[src/rtl/cpu_pkg.sv]
// cpu_pkg: shared definitions for the multicycle controller.
//   state_e   controller FSM states
//   alu_op_e  encoded ALU operation driven on alu_op (0 = none)
//   kind_e    instruction class: selects the state that follows DECODE
//   ctrl_t    decoded control vector produced by insn_decode
package cpu_pkg;

    typedef enum logic [2:0] {
        IDLE,
        FETCH,
        DECODE,
        LIT,
        MEM_WAIT,
        HALT,
        FAULT
    } state_e;

    typedef enum logic [3:0] {
        ALU_NONE = 4'd0,
        ALU_PASS = 4'd1,
        ALU_ADD  = 4'd2,
        ALU_SUB  = 4'd3,
        ALU_AND  = 4'd4,
        ALU_OR   = 4'd5,
        ALU_XOR  = 4'd6,
        ALU_SHR  = 4'd7,
        ALU_SHL  = 4'd8,
        ALU_NEG  = 4'd9
    } alu_op_e;

    // Primary opcode field [15:12]
    localparam logic [3:0] OP_ADD = 4'h1;
    localparam logic [3:0] OP_SHL = 4'h7;
    localparam logic [3:0] OP_EXT = 4'hF;

    // Extended opcode field [11:8] when [15:12] = F
    localparam logic [3:0] EXT_MOV = 4'h1;
    localparam logic [3:0] EXT_CMP = 4'h2;
    localparam logic [3:0] EXT_JMP = 4'h3;
    localparam logic [3:0] EXT_LDM = 4'h4;
    localparam logic [3:0] EXT_STM = 4'h5;
    localparam logic [3:0] EXT_NEG = 4'h6;
    localparam logic [3:0] EXT_SYS = 4'hF;

    // System opcode field [7:4] when [15:8] = FF
    localparam logic [3:0] SYS_LDL  = 4'h1;
    localparam logic [3:0] SYS_GTF  = 4'h2;
    localparam logic [3:0] SYS_STF  = 4'h3;
    localparam logic [3:0] SYS_MISC = 4'hF;

    // [3:0] when [15:4] = FFF
    localparam logic [3:0] MISC_HLT = 4'h0;
    localparam logic [3:0] MISC_NOP = 4'hF;

    typedef enum logic [2:0] {
        K_EXEC,   // completes in DECODE
        K_LDL,    // literal word follows
        K_LDM,    // memory read
        K_STM,    // memory write
        K_GTF,    // flags onto d_bus
        K_HLT,
        K_BAD
    } kind_e;

    typedef struct packed {
        kind_e      kind;
        logic       r1_rd;
        logic [3:0] r1_addr;
        logic       r2_rd;
        logic [3:0] r2_addr;
        logic       r3_wr;
        logic [3:0] r3_addr;
        alu_op_e    alu_op;
        logic       cmp_load;
        logic       cmp_compare;
        logic       jump;
        logic       jump_always;
        logic [3:0] jump_flag;
    } ctrl_t;

    localparam int CTRL_W = $bits(ctrl_t);

    // Register-register opcodes 1..7 map onto ALU_ADD..ALU_SHL in order.
    function automatic alu_op_e alu_from_opcode(input logic [3:0] op);
        return alu_op_e'(op + 4'd1);
    endfunction

endpackage

[src/rtl/insn_decode.sv]
// insn_decode: purely combinational instruction decoder.
//   insn      in   16-bit instruction word
//   ctrl_vec  out  packed ctrl_t control vector
module insn_decode
    import cpu_pkg::*;
(
    input  logic [15:0]       insn,
    output logic [CTRL_W-1:0] ctrl_vec
);

    ctrl_t      c;
    logic [3:0] op, fa, fb, fc;

    assign op = insn[15:12];
    assign fa = insn[11:8];
    assign fb = insn[7:4];
    assign fc = insn[3:0];

    always_comb begin
        c        = '0;
        c.kind   = K_BAD;
        c.alu_op = ALU_NONE;
        if (op >= OP_ADD && op <= OP_SHL) begin
            c.kind    = K_EXEC;
            c.r1_rd   = 1'b1;
            c.r1_addr = fa;
            c.r2_rd   = 1'b1;
            c.r2_addr = fb;
            c.r3_wr   = 1'b1;
            c.r3_addr = fc;
            c.alu_op  = alu_from_opcode(op);
        end else if (op == OP_EXT) begin
            unique case (fa)
                EXT_MOV, EXT_NEG: begin
                    c.kind    = K_EXEC;
                    c.r1_rd   = 1'b1;
                    c.r1_addr = fb;
                    c.r3_wr   = 1'b1;
                    c.r3_addr = fc;
                    c.alu_op  = (fa == EXT_NEG) ? ALU_NEG : ALU_PASS;
                end
                EXT_CMP: begin
                    c.kind        = K_EXEC;
                    c.r1_rd       = 1'b1;
                    c.r1_addr     = fb;
                    c.r2_rd       = 1'b1;
                    c.r2_addr     = fc;
                    c.cmp_compare = 1'b1;
                end
                EXT_JMP: begin
                    c.kind        = K_EXEC;
                    c.r1_rd       = 1'b1;
                    c.r1_addr     = fb;
                    c.alu_op      = ALU_PASS;
                    c.jump        = 1'b1;
                    c.jump_always = (fc == 4'hF);
                    c.jump_flag   = fc;
                end
                EXT_LDM: begin
                    c.kind    = K_LDM;
                    c.r1_rd   = 1'b1;
                    c.r1_addr = fb;
                end
                EXT_STM: begin
                    c.kind    = K_STM;
                    c.r1_rd   = 1'b1;
                    c.r1_addr = fb;
                    c.r2_rd   = 1'b1;
                    c.r2_addr = fc;
                end
                EXT_SYS: begin
                    unique case (fb)
                        SYS_LDL: c.kind = K_LDL;
                        SYS_GTF: begin
                            c.kind    = K_GTF;
                            c.r3_wr   = 1'b1;
                            c.r3_addr = fc;
                        end
                        SYS_STF: begin
                            c.kind     = K_EXEC;
                            c.r1_rd    = 1'b1;
                            c.r1_addr  = fc;
                            c.cmp_load = 1'b1;
                        end
                        SYS_MISC: begin
                            if (fc == MISC_NOP)
                                c.kind = K_EXEC;
                            else if (fc == MISC_HLT)
                                c.kind = K_HLT;
                        end
                        default: ;
                    endcase
                end
                default: ;
            endcase
        end
    end

    assign ctrl_vec = c;

endmodule

[src/rtl/multicycle_ctrl.sv]
// multicycle_ctrl: multicycle instruction sequencer for a simple datapath.
//   clk, rst_n                     clock, async active-low reset
//   i_bus                          instruction/literal word at current PC
//   flags                          comparator flag word
//   mem_ready                      memory completion strobe
//   d_bus, d_bus_oe                literal/flags value and its source select
//   mem_read, mem_write            memory requests, held while waiting
//   pc_increment, pc_load          PC controls
//   cmp_load, cmp_compare          comparator controls
//   alu_op                         encoded ALU operation
//   reg1/2_read, reg3_write, addrs register file controls
//   halted, fault                  sticky status
// Every output is registered: the output process computes the value each
// output takes after the next edge, from the current state and inputs.
module multicycle_ctrl
    import cpu_pkg::*;
#(
    parameter int DATA_W   = 16,
    parameter int WAIT_MAX = 15
) (
    input  logic              clk,
    input  logic              rst_n,
    input  logic [DATA_W-1:0] i_bus,
    input  logic [DATA_W-1:0] flags,
    input  logic              mem_ready,
    output logic [DATA_W-1:0] d_bus,
    output logic              d_bus_oe,
    output logic              mem_read,
    output logic              mem_write,
    output logic              pc_increment,
    output logic              pc_load,
    output logic              cmp_load,
    output logic              cmp_compare,
    output logic [3:0]        alu_op,
    output logic              reg1_read,
    output logic              reg2_read,
    output logic              reg3_write,
    output logic [3:0]        reg1_addr,
    output logic [3:0]        reg2_addr,
    output logic [3:0]        reg3_addr,
    output logic              halted,
    output logic              fault
);

    localparam int CNT_W = (WAIT_MAX > 1) ? $clog2(WAIT_MAX) : 1;

    state_e            state, state_nx;
    logic [15:0]       ir;
    logic [CNT_W-1:0]  wait_cnt;
    logic              wait_last;
    logic [CTRL_W-1:0] ctrl_vec;
    ctrl_t             ctrl;

    logic [DATA_W-1:0] d_bus_d;
    logic              d_bus_oe_d, mem_read_d, mem_write_d, pc_inc_d, pc_load_d;
    logic              cmp_load_d, cmp_compare_d, r1_rd_d, r2_rd_d, r3_wr_d;
    logic              halted_d, fault_d;
    logic [3:0]        r1_addr_d, r2_addr_d, r3_addr_d;
    alu_op_e           alu_d;

    insn_decode u_decode (
        .insn     (ir),
        .ctrl_vec (ctrl_vec)
    );

    assign ctrl      = ctrl_t'(ctrl_vec);
    assign wait_last = (wait_cnt == CNT_W'(WAIT_MAX - 1));

    // State register
    always_ff @(posedge clk or negedge rst_n) begin
        if (!rst_n) state <= IDLE;
        else        state <= state_nx;
    end

    // Next-state logic
    always_comb begin
        state_nx = state;
        unique case (state)
            IDLE:   state_nx = FETCH;
            FETCH:  state_nx = DECODE;
            DECODE: begin
                unique case (ctrl.kind)
                    K_LDL:        state_nx = LIT;
                    K_LDM, K_STM: state_nx = MEM_WAIT;
                    K_HLT:        state_nx = HALT;
                    K_BAD:        state_nx = FAULT;
                    default:      state_nx = FETCH;
                endcase
            end
            LIT:      state_nx = FETCH;
            MEM_WAIT: begin
                // A ready on the final tolerated cycle still completes.
                if (mem_ready)      state_nx = FETCH;
                else if (wait_last) state_nx = FAULT;
            end
            default: ;
        endcase
    end

    // Output logic (values presented after the next edge)
    always_comb begin
        d_bus_d       = '0;
        d_bus_oe_d    = 1'b0;
        mem_read_d    = 1'b0;
        mem_write_d   = 1'b0;
        pc_inc_d      = 1'b0;
        pc_load_d     = 1'b0;
        cmp_load_d    = 1'b0;
        cmp_compare_d = 1'b0;
        r1_rd_d       = 1'b0;
        r2_rd_d       = 1'b0;
        r3_wr_d       = 1'b0;
        r1_addr_d     = '0;
        r2_addr_d     = '0;
        r3_addr_d     = '0;
        alu_d         = ALU_NONE;
        halted_d      = 1'b0;
        fault_d       = 1'b0;
        unique case (state)
            FETCH: pc_inc_d = 1'b1;
            DECODE: begin
                r1_rd_d       = ctrl.r1_rd;
                r1_addr_d     = ctrl.r1_addr;
                r2_rd_d       = ctrl.r2_rd;
                r2_addr_d     = ctrl.r2_addr;
                r3_wr_d       = ctrl.r3_wr;
                r3_addr_d     = ctrl.r3_addr;
                alu_d         = ctrl.alu_op;
                cmp_load_d    = ctrl.cmp_load;
                cmp_compare_d = ctrl.cmp_compare;
                pc_load_d     = ctrl.jump && (ctrl.jump_always || flags[ctrl.jump_flag]);
                unique case (ctrl.kind)
                    K_LDL: pc_inc_d    = 1'b1;
                    K_LDM: mem_read_d  = 1'b1;
                    K_STM: mem_write_d = 1'b1;
                    K_GTF: begin
                        d_bus_oe_d = 1'b1;
                        d_bus_d    = flags;
                    end
                    K_HLT: halted_d = 1'b1;
                    K_BAD: fault_d  = 1'b1;
                    default: ;
                endcase
            end
            LIT: begin
                d_bus_oe_d = 1'b1;
                d_bus_d    = i_bus;
                r3_wr_d    = 1'b1;
                r3_addr_d  = ir[3:0];
            end
            MEM_WAIT: begin
                if (mem_ready) begin
                    if (ctrl.kind == K_LDM) begin
                        r3_wr_d   = 1'b1;
                        r3_addr_d = ir[3:0];
                    end
                end else if (wait_last) begin
                    fault_d = 1'b1;
                end else begin
                    mem_read_d  = (ctrl.kind == K_LDM);
                    mem_write_d = (ctrl.kind == K_STM);
                end
            end
            HALT:  halted_d = 1'b1;
            FAULT: fault_d  = 1'b1;
            default: ;
        endcase
    end

    // Instruction register and memory-wait counter
    always_ff @(posedge clk or negedge rst_n) begin
        if (!rst_n) begin
            ir       <= '0;
            wait_cnt <= '0;
        end else begin
            if (state == FETCH)
                ir <= i_bus[15:0];
            if (state == MEM_WAIT && !mem_ready)
                wait_cnt <= wait_cnt + CNT_W'(1);
            else
                wait_cnt <= '0;
        end
    end

    // Output registers
    always_ff @(posedge clk or negedge rst_n) begin
        if (!rst_n) begin
            d_bus        <= '0;
            d_bus_oe     <= 1'b0;
            mem_read     <= 1'b0;
            mem_write    <= 1'b0;
            pc_increment <= 1'b0;
            pc_load      <= 1'b0;
            cmp_load     <= 1'b0;
            cmp_compare  <= 1'b0;
            alu_op       <= '0;
            reg1_read    <= 1'b0;
            reg2_read    <= 1'b0;
            reg3_write   <= 1'b0;
            reg1_addr    <= '0;
            reg2_addr    <= '0;
            reg3_addr    <= '0;
            halted       <= 1'b0;
            fault        <= 1'b0;
        end else begin
            d_bus        <= d_bus_d;
            d_bus_oe     <= d_bus_oe_d;
            mem_read     <= mem_read_d;
            mem_write    <= mem_write_d;
            pc_increment <= pc_inc_d;
            pc_load      <= pc_load_d;
            cmp_load     <= cmp_load_d;
            cmp_compare  <= cmp_compare_d;
            alu_op       <= alu_d;
            reg1_read    <= r1_rd_d;
            reg2_read    <= r2_rd_d;
            reg3_write   <= r3_wr_d;
            reg1_addr    <= r1_addr_d;
            reg2_addr    <= r2_addr_d;
            reg3_addr    <= r3_addr_d;
            halted       <= halted_d;
            fault        <= fault_d;
        end
    end

endmodule

[config.mk]
export PLATFORM = sky130hd
export DESIGN_NAME = multicycle_ctrl
export DESIGN_NICKNAME = d
export VERILOG_FILES = /design/src/rtl/cpu_pkg.sv /design/src/rtl/insn_decode.sv /design/src/rtl/multicycle_ctrl.sv
export SDC_FILE = /design/constraint.sdc
export NUM_CORES = 1
export LEC_CHECK = 0
export ABC_AREA = 0
export CAP_MARGIN = 20
export CORE_AREA = 3 3 102 104
export DETAILED_ROUTE_END_ITERATION = 8
export DIE_AREA = 0 0 105 107
export DONT_BUFFER_PORTS = 1
export PLACE_DENSITY_LB_ADDON = 0.12
export SLEW_MARGIN = 20
export SYNTH_ARGS = -nofsm -noshare
export SYNTH_HDL_FRONTEND = slang
export SYNTH_SLANG_ARGS = --single-unit
[constraint.sdc]
create_clock -name clk -period 2.8 [get_ports clk]
set_input_delay 0.42 -clock clk [delete_from_list [all_inputs] [get_ports clk]]
set_output_delay 0.42 -clock clk [all_outputs]
set_load 0.05 [all_outputs]
# [Yosys cells after proc, flatten, opt, wreduce, memory -nomap -nowiden]
# Index checks and enable logic that the tools add are counted.
# Widths: inputs -> output; s select.
[classes] add_sub_neg=2 n_mul=0 n_div=0 n_lt_le_gt_ge=3 eq_ne=27 shifts=0 muxes=57 bitwise=0 n_reduce_logical=14
[ops] cell="$pmux 3 s4" count=3
[ops] cell="$pmux 16 s2" count=1
[ops] cell="$pmux 8 s4" count=1
[ops] cell="$mux 30" count=1
[ops] cell="$mux 4" count=7
[ops] cell="$mux 1" count=22
[ops] cell="$mux 22" count=1
[ops] cell="$eq 4x4->1 const B" count=5
[ops] cell="$eq 3x3->1 const B" count=6
[ops] cell="$eq 4x2->1 const B" count=4
[ops] cell="$mux 16" count=1
[ops] cell="$mux 5" count=3
[ops] cell="$eq 3x2->1 const B" count=4
[ops] cell="$eq 4x3->1 const B" count=3
[ops] cell="$pmux 4 s3" count=1
[ops] cell="$pmux 1 s2" count=5
[ops] cell="$pmux 5 s2" count=1
[ops] cell="$mux 3" count=3
[ops] cell="$add 4x1->4 const B" count=2
[ops] cell="$eq 4x1->1 const B" count=2
[ops] cell="$mux 8" count=1
[ops] cell="$pmux 4 s2" count=1
[ops] cell="$reduce_or 2->1" count=4
[ops] cell="$eq 3x1->1 const B" count=2
[ops] cell="other kinds (16)" count=19
[totals] ff_bits=67 latchBits=0 ramBits=0 romBits=0 in_bits=35 output_inout_bits=44 wordCells=123 n_memories=0

# [Logic depth before layout (Yosys ltp)]
# Gate-level depths: netlist of run 1.
[depth] word_depth=12 ltp_mapped=8

# [Modules after synthesis]
# A second synthesis of run 1 with hierarchy kept.
[unflattened] hier_cells=286 hier_area_um2=3318.2
[modules_own_cells] mod="multicycle_ctrl" n_inst=1 cells_each=193 area_per_inst_um2=2697.6
[modules_own_cells] mod="insn_decode" n_inst=1 cells_each=93 area_per_inst_um2=620.6

# [Worst setup path after synthesis of run 1]
# OpenSTA, ideal clock, no wires.
[synth_path] path_kind="reg-to-reg" startpoint="register ir[0]" endpoint="register d_bus[11]" setup_time_ns=0.122 t_arrival_ns=1.842 t_required_ns=2.678 setup_slack_ns=0.837 path_stages_with_launch=7 n_path_buf=1 synth_period_minus_slack_ns=1.963 path_cell_list="dfrtp_1 > or4_4 > o211ai_2 > and3_4 > nor3_4 > buf_6 > a32o_1"
[synth_between] elab_chain_cells=10 elab_cells_between_ends=11
[synth_lines] element="from (decl)" line="multicycle_ctrl.sv:48" text="logic [15:0] ir;"
[synth_lines] element="from (signal assigned)" line="multicycle_ctrl.sv:177" text="ir <= i_bus[15:0];"
[synth_lines] element="$logic_not 4->1" line="insn_decode.sv:88" text="else if (fc == MISC_HLT)"
[synth_lines] element="$mux 2" line="insn_decode.sv:88"
[synth_lines] element="$mux 3 *" line="insn_decode.sv:86" text="if (fc == MISC_NOP)"
[synth_lines] element="$pmux 3 s4 *" line="insn_decode.sv:72" text="unique case (fb)"
[synth_lines] element="$pmux 8 s4 *" line="insn_decode.sv:33" text="unique case (fa)"
[synth_lines] element="$mux 30 *" line="insn_decode.sv:32" text="end else if (op == OP_EXT) begin"
[synth_lines] element="$mux 22 *" line="insn_decode.sv:23" text="if (op >= OP_ADD && op <= OP_SHL) begin"
[synth_lines] element="$eq 3x3->1 *" line="multicycle_ctrl.sv:132" text="unique case (ctrl.kind)"
[synth_lines] element="$mux 16 *" line="multicycle_ctrl.sv:132"
[synth_lines] element="$pmux 16 s2 *" line="multicycle_ctrl.sv:119" text="unique case (state)"
[synth_lines] element="named net d_bus_d[11]" line="multicycle_ctrl.sv:54" text="logic [DATA_W-1:0] d_bus_d;"
[synth_lines] element="to (signal assigned)" line="multicycle_ctrl.sv:206" text="d_bus <= d_bus_d;"
[synth_lines] element="to (decl)" line="multicycle_ctrl.sv:26" text="output logic [DATA_W-1:0] d_bus,"
# The timed path passes the listed nets; every way through them passes the cells marked *.
# A chain may end at the register's enable or synchronous reset.

# [Worst setup path in the final report of run 1]
[layout_path] startpoint="register ir[8]" endpoint="register d_bus[14]"
[layout_between] elab_chain_cells=8 elab_cells_between_ends=14
[layout_lines] element="$eq 4x1->1 (tied with other cells)" line="insn_decode.sv:33"
[layout_lines] element="$reduce_or 4->1 (no line)"
[layout_lines] element="$pmux 8 s4 *" line="insn_decode.sv:33"
[layout_lines] element="$mux 30 *" line="insn_decode.sv:32"
[layout_lines] element="$mux 22 *" line="insn_decode.sv:23"
[layout_lines] element="$eq 3x3->1 *" line="multicycle_ctrl.sv:132"
[layout_lines] element="$mux 16 *" line="multicycle_ctrl.sv:132"
[layout_lines] element="$pmux 16 s2 *" line="multicycle_ctrl.sv:119"
[layout_lines] element="named net d_bus_d[14]" line="multicycle_ctrl.sv:54"
# Marked as above.

==> results.json, run 1 <==
{
  "fin_ws_ps": 349,
  "layout_commonest_cell": "dfrtp_1",
  "start_util_pct": 34.3,
  "outcome": "finished clean",
  "postSynthAreaPerCell_um2": 10.9,
  "whs_ps": 187,
  "synth-seq-cells": 67,
  "clk_pin_slew_worst_paths_ps": 70,
  "slew_violations": 0,
  "yosys_warnings": 0,
  "syn_nets": 342,
  "htreeDepth": 3,
  "reg2reg_depth": 5,
  "dp_hpwl_mm": 6.84,
  "fin_nets": 344,
  "final.setup.tns_ps": 0,
  "crit_fanout": 16,
  "drtIter0Drc": 171,
  "finalHoldViolCount": 0,
  "timing.rr.end": "d_bus[14]$_DFF_PN0_",
  "grt_pass1_wl_mm": 14.9,
  "synthDistinctLibCells": 66,
  "worstPathArrival_ps": 2730,
  "ir_drop_v": 0.000210,
  "layout_common_cells": "67 x dfrtp_1, 22 x nand2_1, 20 x nor2_1",
  "worstHoldPathType": "in2reg",
  "synth-main-ff-cell": "dfrtp_1",
  "fin_crit_sh_pct": 87.5,
  "maxCapViolations": 0,
  "cp-start-kind": "register",
  "num_io_pins": 79,
  "die_y_um": 107,
  "num_vias": 2531,
  "area_growth_syn_to_layout_pct": 12.6,
  "routedWlPerCell_um": 21.3,
  "seq_area_um2": 1680,
  "cts_root_buf": "clkbuf_8",
  "power.density_nw_per_um2": 530,
  "die_w_um": 105,
  "dr.pass1.iters": 5,
  "endpoint": "d_bus[14]$_DFF_PN0_",
  "synth.largest_area_cell": "dfrtp_1",
  "period_needed_ps": 2450,
  "grt-ovfl-total": 0,
  "antennaDiodeCount": 0,
  "cp-startpoint": "ir[8]$_DFFE_PN0P_",
  "postPlaceCellArea_um2": 3450,
  "wl_mm": 9.40,
  "required_ps": 3080,
  "fin_area_um2": 3720,
  "worst_pin_slew_ps": 896,
  "netlist_instances": 302,
  "track_usage_pct": 17.3,
  "p_leak_uw": 0.00162,
  "cts_buffers": 9,
  "dp_slack_ps": 326,
  "n_fill_cell": 985,
  "dp.cells": 424,
  "max_freq_ghz": 0.408,
  "cts_setup_buffers": 0,
  "first_global_vias": 2571,
  "dieArea_um2": 11200,
  "clkLatencyLatePin_ps": 350,
  "synthTopCellsByArea": "dfrtp_1 51%, a32o_1 4.8%, mux2_2 3.7%",
  "yosysSeqAreaShare_pct": 50.7,
  "max_slew_margin_pct": 39.8,
  "fin_cells": 442,
  "async_flop_share_pct": 100,
  "netlist_area_um2": 3310,
  "cts.sinks": 67,
  "crit_type": "reg2reg",
  "coreArea_um2": 9640,
  "grt_max_degree": 68,
  "cts_tree": "yes",
  "fin_skew_ps": 15.0,
  "regToRegSetupSlack_ps": 350,
  "place.gp.congestion": 0.852,
  "post_drt_via_cell_ratio": 5.73,
  "synth_edf_count": 0,
  "setup_viol": 0,
  "multi_input_area_um2": 1490,
  "ant_nets": 0,
  "drive_gt1_share_pct": 15.5,
  "rows": 36,
  "synth_top_area_share_pct": 50.7,
  "grt_antenna_before_repair": 0,
  "crit_path_end_kind": "register",
  "port_buffers": 0,
  "rsz0062_at_grt": "false",
  "clock_path_buffers": 2,
  "worst_r2r_startpoint": "ir[8]$_DFFE_PN0P_",
  "drc": 0
}
## per-layer routing
layer,vias to the layer above,global-route usage (%),part of all wire [%]
met5,-,0,0
li1,1152,-,-
met4,0,6.09,1.6
met1,1263,23.0,46
met3,13,5.12,7.6
met2,103,26.8,45
## critical path, cell delays in order (launching register included)
cell	delay [ps]
dfrtp_1	530
and2_4	230
o221ai_2	160
a211o_1	400
nor4_4	770
a32o_1	290
## sequential cells by signal, indices dropped and copies added (netlist names), 3 cells and up
register and cells:
reg1_addr 4, state 3, alu_op 4, d_bus 16
reg3_addr 4, reg2_addr 4, ir 16, wait_cnt 4
## cell families after synthesis
group | count (synthesis) | share of synthesized area, %
AND/OR/NAND/NOR | 96 | 17.5
flip-flops | 67 | 50.7
adder cells (fa/ha/maj) | 5 | 1.89
buffers and inverters | 31 | 4.20
AO/OA/AOI/OAI | 85 | 19.9
XOR/XNOR | 3 | 0.795
multiplexers | 15 | 4.96
## report_power, final
group | internal (uW) | switching, uW | total, uW
Combinational | 9.25 | 21.9 | 31.2
Sequential | 967 | 0 | 967
Clock | 589 | 386 | 975
## layout make-up
cell class	instances	share of cell area, %
sequential	67	45.0
multi-input combinational	204	40.0
tap	133	4.47
clock buffer	9	3.33
clock inverter	7	3.13
timing repair buffer	12	3.02
inverter	10	1.01
## timing repair
item / in CTS / in global routing
resized for setup: 0 / 0
endpoints found under the hold margin: 67 / 0
hold buffers: 2 / 0
endpoints found under the setup margin: 0 / 0
## synthesized netlist by cell type (all sizes together), types with 2 or more instances
| master | count |
|---|---|
| inv | 10 |
| a211oi | 3 |
| nand3 | 5 |
| or3 | 2 |
| nor2 | 20 |
| a22o | 5 |
| buf | 7 |
| a31oi | 5 |
| and2 | 2 |
| a21boi | 2 |
| nor4b | 3 |
| clkbuf | 14 |
| nor4 | 3 |
| a21oi | 9 |
| nor3b | 5 |
| nand2 | 22 |
| ha | 5 |
| a41oi | 2 |
| dfrtp | 67 |
| o21ai | 16 |
| nor3 | 4 |
| nand4 | 6 |
| o31ai | 2 |
| nand2b | 3 |
| o32ai | 2 |
| o2111ai | 2 |
| o32a | 2 |
| a32o | 16 |
| and3 | 5 |
| o221ai | 4 |
| nand4b | 3 |
| nor2b | 4 |
| a22oi | 2 |
| mux2i | 4 |
| o21a | 2 |
| o211ai | 3 |
| mux2 | 11 |
| xnor2 | 2 |
## stage by stage
stage	power, uW	util (%)
final	1970	38.6
after global routing	2050	38.6
after CTS	2010	38.6
after detailed placement	993	35.7
after global placement	993	35.7
after floorplan	992	-
## how the worst min path moves through the flow
stage	startpoint	endpoint	cells past startpoint
3_3_place_gp	rst_n	mem_read$_DFF_PN0_	0
3_5_place_dp	rst_n	mem_read$_DFF_PN0_	0
4_1_cts	i_bus[8]	d_bus[8]$_DFF_PN0_	1
2_1_floorplan	rst_n	alu_op[0]$_DFF_PN0_	0
6_report	i_bus[3]	ir[3]$_DFFE_PN0P_	2
5_1_grt	i_bus[0]	ir[0]$_DFFE_PN0P_	2
(Power assumes the default switching activity.)
==> run 2, diff against run 1 <==
--- a/config.mk
+++ b/config.mk
@@ -15,4 +15,5 @@
 export SLEW_MARGIN = 20
 export SYNTH_ARGS = -nofsm -noshare
 export SYNTH_HDL_FRONTEND = slang
+export SYNTH_HIERARCHICAL = 1
 export SYNTH_SLANG_ARGS = --single-unit
==> results.json, run 2 <==
{
  "outcome": "finished clean",
  "cts_tree": "yes",
  "synth_top_family_by_area": "simple AND/OR/NAND/NOR gates",
  "die_y_um": 107,
  "synth_edf_count": 0,
  "postSynthAreaPerCell_um2": 11.6,
  "crit_path_end_kind": "register",
  "cts_root_buf": "clkbuf_8",
  "synthMuxAreaShare_pct": 8.26,
  "max_slew_margin_pct": 41.1,
  "maxCapViolations": 0,
  "coreArea_um2": 9640,
  "synth-main-ff-cell": "dfrtp_1",
  "async_flop_share_pct": 100,
  "grt_max_degree": 68,
  "final.setup.tns_ps": 0,
  "yosysSeqAreaShare_pct": 50.5,
  "clkPwrFrac_pct": 21.7,
  "wl_mm": 8.16,
  "crit_fanout": 9,
  "synthTopCellsByArea": "dfrtp_1 51%, a22o_1 6.3%, mux2_2 5.8%",
  "finalHoldViolCount": 0,
  "syn_nets": 326,
  "rows": 36,
  "num_io_pins": 79,
  "cts.sinks": 67,
  "crit_chain": "ha_1, nand3_4, nor2_1, and3_1, and2_1, mux4_2, a22oi_1, a31oi_1",
  "cp-start-kind": "register",
  "grt-ovfl-total": 0,
  "drc": 0,
  "required_ps": 3030,
  "max_stage_delay_ps": 560,
  "swShare_pct": 44.1,
  "setup_viol": 0,
  "layout_commonest_cell": "dfrtp_1",
  "yosys-top-cells-count": "67 x dfrtp_1, 24 x a22o_1, 24 x and2_1",
  "synth_top_area_share_pct": 50.5,
  "layout_common_cells": "67 x dfrtp_1, 24 x a22o_1, 24 x and2_1",
  "seqPwrFrac_pct": 47.5,
  "fin_skew_ps": 11.0,
  "track_usage_pct": 15.2,
  "synth-seq-cells": 67,
  "rsz0062_at_grt": "false",
  "dp.cells": 414,
  "worst_r2r_startpoint": "ir[12]$_DFFE_PN0P_",
  "max_freq_ghz": 0.387,
  "fin_nets": 334,
  "dp_hpwl_mm": 5.76,
  "place.gp.congestion": 0.810,
  "dr.pass1.iters": 5,
  "cp_slowest_cell": "mux4_2",
  "fin_cells": 432,
  "netlist_area_um2": 3320,
  "min-delay-start": "i_bus[13]",
  "yosys_warnings": 6,
  "cts_buffers": 9,
  "dieArea_um2": 11200,
  "first_global_vias": 2325,
  "ant_nets": 0,
  "n_fill_cell": 980,
  "htreeDepth": 3,
  "die_w_um": 105,
  "clkLatencyLatePin_ps": 360,
  "worstPathArrival_ps": 2810,
  "clock_path_buffers": 2,
  "p_sw_uw": 2030,
  "post-synth-top-count-cell": "dfrtp_1",
  "p_comb_share_pct": 30.8,
  "fin_crit_sh_pct": 92.2,
  "power.density_nw_per_um2": 1230,
  "clk_pin_slew_worst_paths_ps": 80,
  "cts_setup_buffers": 0,
  "p_leak_uw": 0.00166,
  "synthDistinctLibCells": 60,
  "slew_violations": 0,
  "synth.largest_area_cell": "dfrtp_1",
  "critPathBufInv": 0,
  "drtIter0Drc": 147,
  "top_regs": "d_bus x16, ir x16",
  "post_drt_via_cell_ratio": 5.29,
  "cp-startpoint": "ir[12]$_DFFE_PN0P_",
  "synth-compound-area-share_pct": 15.3,
  "port_buffers": 0,
  "crit_family": "simple AND/OR/NAND/NOR gates",
  "worstHoldPathType": "in2reg",
  "grt_antenna_before_repair": 0,
  "ir_drop_v": 0.000432,
  "num_vias": 2284,
  "worst_pin_slew_ps": 884,
  "p_total_uw": 4610,
  "grt_pass1_wl_mm": 12.9,
  "drive_gt1_share_pct": 21.4,
  "synthAdderAreaFrac_pct": 1.89,
  "period_needed_ps": 2580,
  "routedWlPerCell_um": 18.9,
  "start_util_pct": 34.4,
  "antennaDiodeCount": 0,
  "fin_area_um2": 3760,
  "area_growth_syn_to_layout_pct": 13.4,
  "final_core_util_pct": 39.0,
  "p_int_uw": 2580,
  "synth-simple-area-share_pct": 19.3,
  "netlist_instances": 286,
  "crit_type": "reg2reg",
  "synth_xor_area_share_pct": 0.792,
  "postPlaceCellArea_um2": 3470
}
-- run 2: cell types whose count changed in the layout (fill, tap and decap cells not counted), moves of 11 or more --
cell	delta
and2_1	+23
nand2_1	-12
a32o_1	-16
nor2_1	-11
a22o_1	+19
-- run 2: final timing paths --
check / endpoint / slack (ps) / cells past startpoint
setup reg to reg: pc_load$_DFF_PN0_ / 220 / 8
hold reg to reg: wait_cnt[0]$_DFF_PN0_ / 490 / 1
hold / removal: d_bus[13]$_DFF_PN0_ / 180 / 1
setup / recovery: pc_load$_DFF_PN0_ / 220 / 8
min in group asynchronous: cmp_compare$_DFF_PN0_ / 620 / 2
max in group asynchronous: d_bus[8]$_DFF_PN0_ / 1910 / 2
-- run 2: area by class of cell --
cell class / count / area, um2 / share of cell area [%]
clock inverter: 6 / 113 / 2.99
inverter: 8 / 30.0 / 0.798
timing repair buffer: 13 / 120 / 3.19
clock buffer: 10 / 138 / 3.66
multi-input combinational: 195 / 1520 / 40.4
sequential: 67 / 1680 / 44.6
tap: 133 / 166 / 4.42
-- run 2: power by group through the flow --
stage | combinational [uW] | clock (uW) | sequential (uW)
2_1_floorplan | 1180 | 0 | 2060
3_3_place_gp | 1390 | 0 | 2220
3_5_place_dp | 1390 | 0 | 2210
4_1_cts | 1420 | 1040 | 2200
5_1_grt | 1580 | 1080 | 2260
6_report | 1420 | 1000 | 2190
-- run 2: per-layer routing --
metal	global-route usage (%)	routed length, um
met5	0	0
met4	6.56	134
met3	5.72	534
met2	22.0	3770
met1	20.2	3710
-- run 2: what timing repair did --
action	CTS	global route
endpoints found under the setup margin	0	23
hold buffers	2	0
gates resized for setup	0	1
endpoints found under the hold margin	67	0
-- run 2: cells by family after synthesis --
| logic type | Yosys count |
|---|---|
| AND/OR/NAND/NOR | 98 |
| buffers and inverters | 24 |
| XOR/XNOR | 3 |
| adder cells (fa/ha/maj) | 5 |
| AO/OA/AOI/OAI | 68 |
| multiplexers | 21 |
| flip-flops | 67 |
-- run 2: metrics by stage --
stage / hold WS (ps) / setup WS, ps
after floorplan: 124 / 409
after global placement: 127 / 224
after detailed placement: 129 / 152
after CTS: 160 / 158
after global routing: 166 / 48.7
final: 185 / 219
==> run 3, diff against run 2 <==
--- a/config.mk
+++ b/config.mk
@@ -12,6 +12,7 @@
 export DIE_AREA = 0 0 105 107
 export DONT_BUFFER_PORTS = 1
 export PLACE_DENSITY_LB_ADDON = 0.12
+export RECOVER_POWER = 100
 export SLEW_MARGIN = 20
 export SYNTH_ARGS = -nofsm -noshare
 export SYNTH_HDL_FRONTEND = slang
==> results.json, run 3 (synthesis gave the netlist of run 2 again) <==
{
  "setup_viol": 0,
  "n_fill_cell": 989,
  "dr.pass1.iters": 4,
  "port_buffers": 0,
  "cts_buffers": 9,
  "drive_gt1_share_pct": 20.1,
  "cts.sinks": 67,
  "htreeDepth": 3,
  "fin_area_um2": 3720,
  "slew_violations": 68,
  "seq_area_um2": 1680,
  "first_global_vias": 2325,
  "cp-start-kind": "register",
  "routedWlPerCell_um": 18.8,
  "cts_root_buf": "clkbuf_8",
  "top_regs": "d_bus x16, ir x16",
  "worst_r2r_startpoint": "ir[12]$_DFFE_PN0P_",
  "max_freq_ghz": 0.387,
  "die_w_um": 105,
  "rsz0062_at_grt": "false",
  "final.setup.tns_ps": 0,
  "track_usage_pct": 15.2,
  "p_leak_uw": 0.00162,
  "reg2reg_depth": 8,
  "fin_nets": 334,
  "grt_max_degree": 68,
  "timing.rr.end": "pc_load$_DFF_PN0_",
  "violations": "max-capacitance violations, max-slew violations",
  "min-delay-start": "i_bus[13]",
  "worst_pin_slew_ps": 1620,
  "multi_input_area_um2": 1510,
  "postPlaceCellArea_um2": 3470,
  "grt_pass1_wl_mm": 12.9,
  "num_vias": 2287,
  "grt-ovfl-total": 0,
  "period_needed_ps": 2580,
  "clkPwrFrac_pct": 21.9,
  "antennaDiodeCount": 0,
  "coreArea_um2": 9640,
  "worstPathArrival_ps": 2810,
  "ant_nets": 0,
  "area_growth_syn_to_layout_pct": 12.1,
  "rows": 36,
  "worstHoldPathType": "in2reg",
  "place.gp.congestion": 0.810,
  "regToRegSetupSlack_ps": 220,
  "drtIter0Drc": 148,
  "outcome": "finished, violations left",
  "p_comb_share_pct": 30.1,
  "required_ps": 3030,
  "clock_path_buffers": 2,
  "layout_common_cells": "67 x dfrtp_1, 24 x a22o_1, 17 x mux2_2",
  "clkLatencyLatePin_ps": 360,
  "power.density_nw_per_um2": 1230,
  "max_slew_margin_pct": -8.17,
  "cts_tree": "yes",
  "maxCapViolations": 1,
  "layout_commonest_cell": "dfrtp_1",
  "fin_skew_ps": 11.0,
  "drc": 0,
  "ir_drop_v": 0.000432,
  "finalHoldViolCount": 0,
  "p_sw_uw": 2030,
  "crit_type": "reg2reg",
  "wl_mm": 8.14,
  "crit_path_end_kind": "register",
  "fin_crit_sh_pct": 92.3,
  "seqPwrFrac_pct": 47.9,
  "clk_pin_slew_worst_paths_ps": 80,
  "p_int_uw": 2540,
  "endpoint": "pc_load$_DFF_PN0_",
  "post_drt_via_cell_ratio": 5.29,
  "crit_fanout": 9,
  "start_util_pct": 34.4,
  "dp_hpwl_mm": 5.76,
  "die_y_um": 107,
  "swShare_pct": 44.4,
  "grt_antenna_before_repair": 0,
  "cp-startpoint": "ir[12]$_DFFE_PN0P_",
  "dieArea_um2": 11200,
  "num_io_pins": 79
}
-- run 3: cell count changes in the layout (fill, tap and decap cells not counted), sizes merged --
cell	previous run	this run
clkbuf	10	14
buf	12	8
-- run 3: critical path: stages (launching register included) --
cell and delay [ps]:
dfrtp_1 430, ha_1 260, nand3_4 160, nor2_1 150, and3_1 250, and2_1 370, mux4_2 560, a22oi_1 170
a31oi_1 100
-- run 3: layout make-up --
type / count / share of cell area (%)
clock buffer: 10 / 3.70
tap: 133 / 4.47
sequential: 67 / 45.1
timing repair buffer: 13 / 2.42
clock inverter: 6 / 3.03
multi-input combinational: 195 / 40.5
inverter: 8 / 0.807
-- run 3: timing repair --
| item | 4_1_cts | 5_1_grt |
|---|---|---|
| hold buffers | 2 | 0 |
| endpoints found under the setup margin | 0 | 23 |
| buffers inserted | 0 | 0 |
| endpoints found under the hold margin | 67 | 0 |
| gates resized for setup | 0 | 1 |
-- run 3: power groups by stage --
| stage | Clock (uW) | Combinational (uW) | Sequential, uW |
|---|---|---|---|
| final | 1000 | 1380 | 2190 |
| after global routing | 1080 | 1540 | 2250 |
| after CTS | 1040 | 1420 | 2200 |
| after detailed placement | 0 | 1390 | 2210 |
| after global placement | 0 | 1390 | 2220 |
| after floorplan | 0 | 1180 | 2060 |
-- run 3: how the worst min path moves through the flow --
stage / endpoint / cells after the start / slack (ps)
CTS: d_bus[13]$_DFF_PN0_ / 1 / 160
global route: d_bus[9]$_DFF_PN0_ / 1 / 170
detailed placement: reg3_addr[0]$_DFF_PN0_ / 0 / 130
global placement: reg2_addr[3]$_DFF_PN0_ / 0 / 130
finish: d_bus[13]$_DFF_PN0_ / 1 / 180
floorplan: alu_op[0]$_DFF_PN0_ / 0 / 120
-- run 3: per-layer routing --
metal | up-vias | part of all wire, % | wire length (um) | track usage (%)
met4 | 0 | 1.4 | 111 | 6.56
met2 | 71 | 46 | 3760 | 22.0
li1 | 1057 | - | - | -
met5 | - | 0 | 0 | 0
met3 | 8 | 6.8 | 557 | 5.72
met1 | 1151 | 46 | 3710 | 20.2
-- run 3: through the flow --
| stage | utilization (%) | hold WS [ps] | worst slack [ps] | cells | total power [uW] |
|---|---|---|---|---|---|
| 5_1_grt | 38.6 | 166 | 48.7 | 432 | 4870 |
| 6_report | 38.6 | 184 | 217 | 432 | 4570 |
| 3_5_place_dp | 36.0 | 129 | 152 | 414 | 3610 |
| 4_1_cts | 39.0 | 160 | 158 | 432 | 4660 |
| 3_3_place_gp | 36.0 | 127 | 224 | 414 | 3600 |
| 2_1_floorplan | - | 124 | 409 | 286 | 3240 |
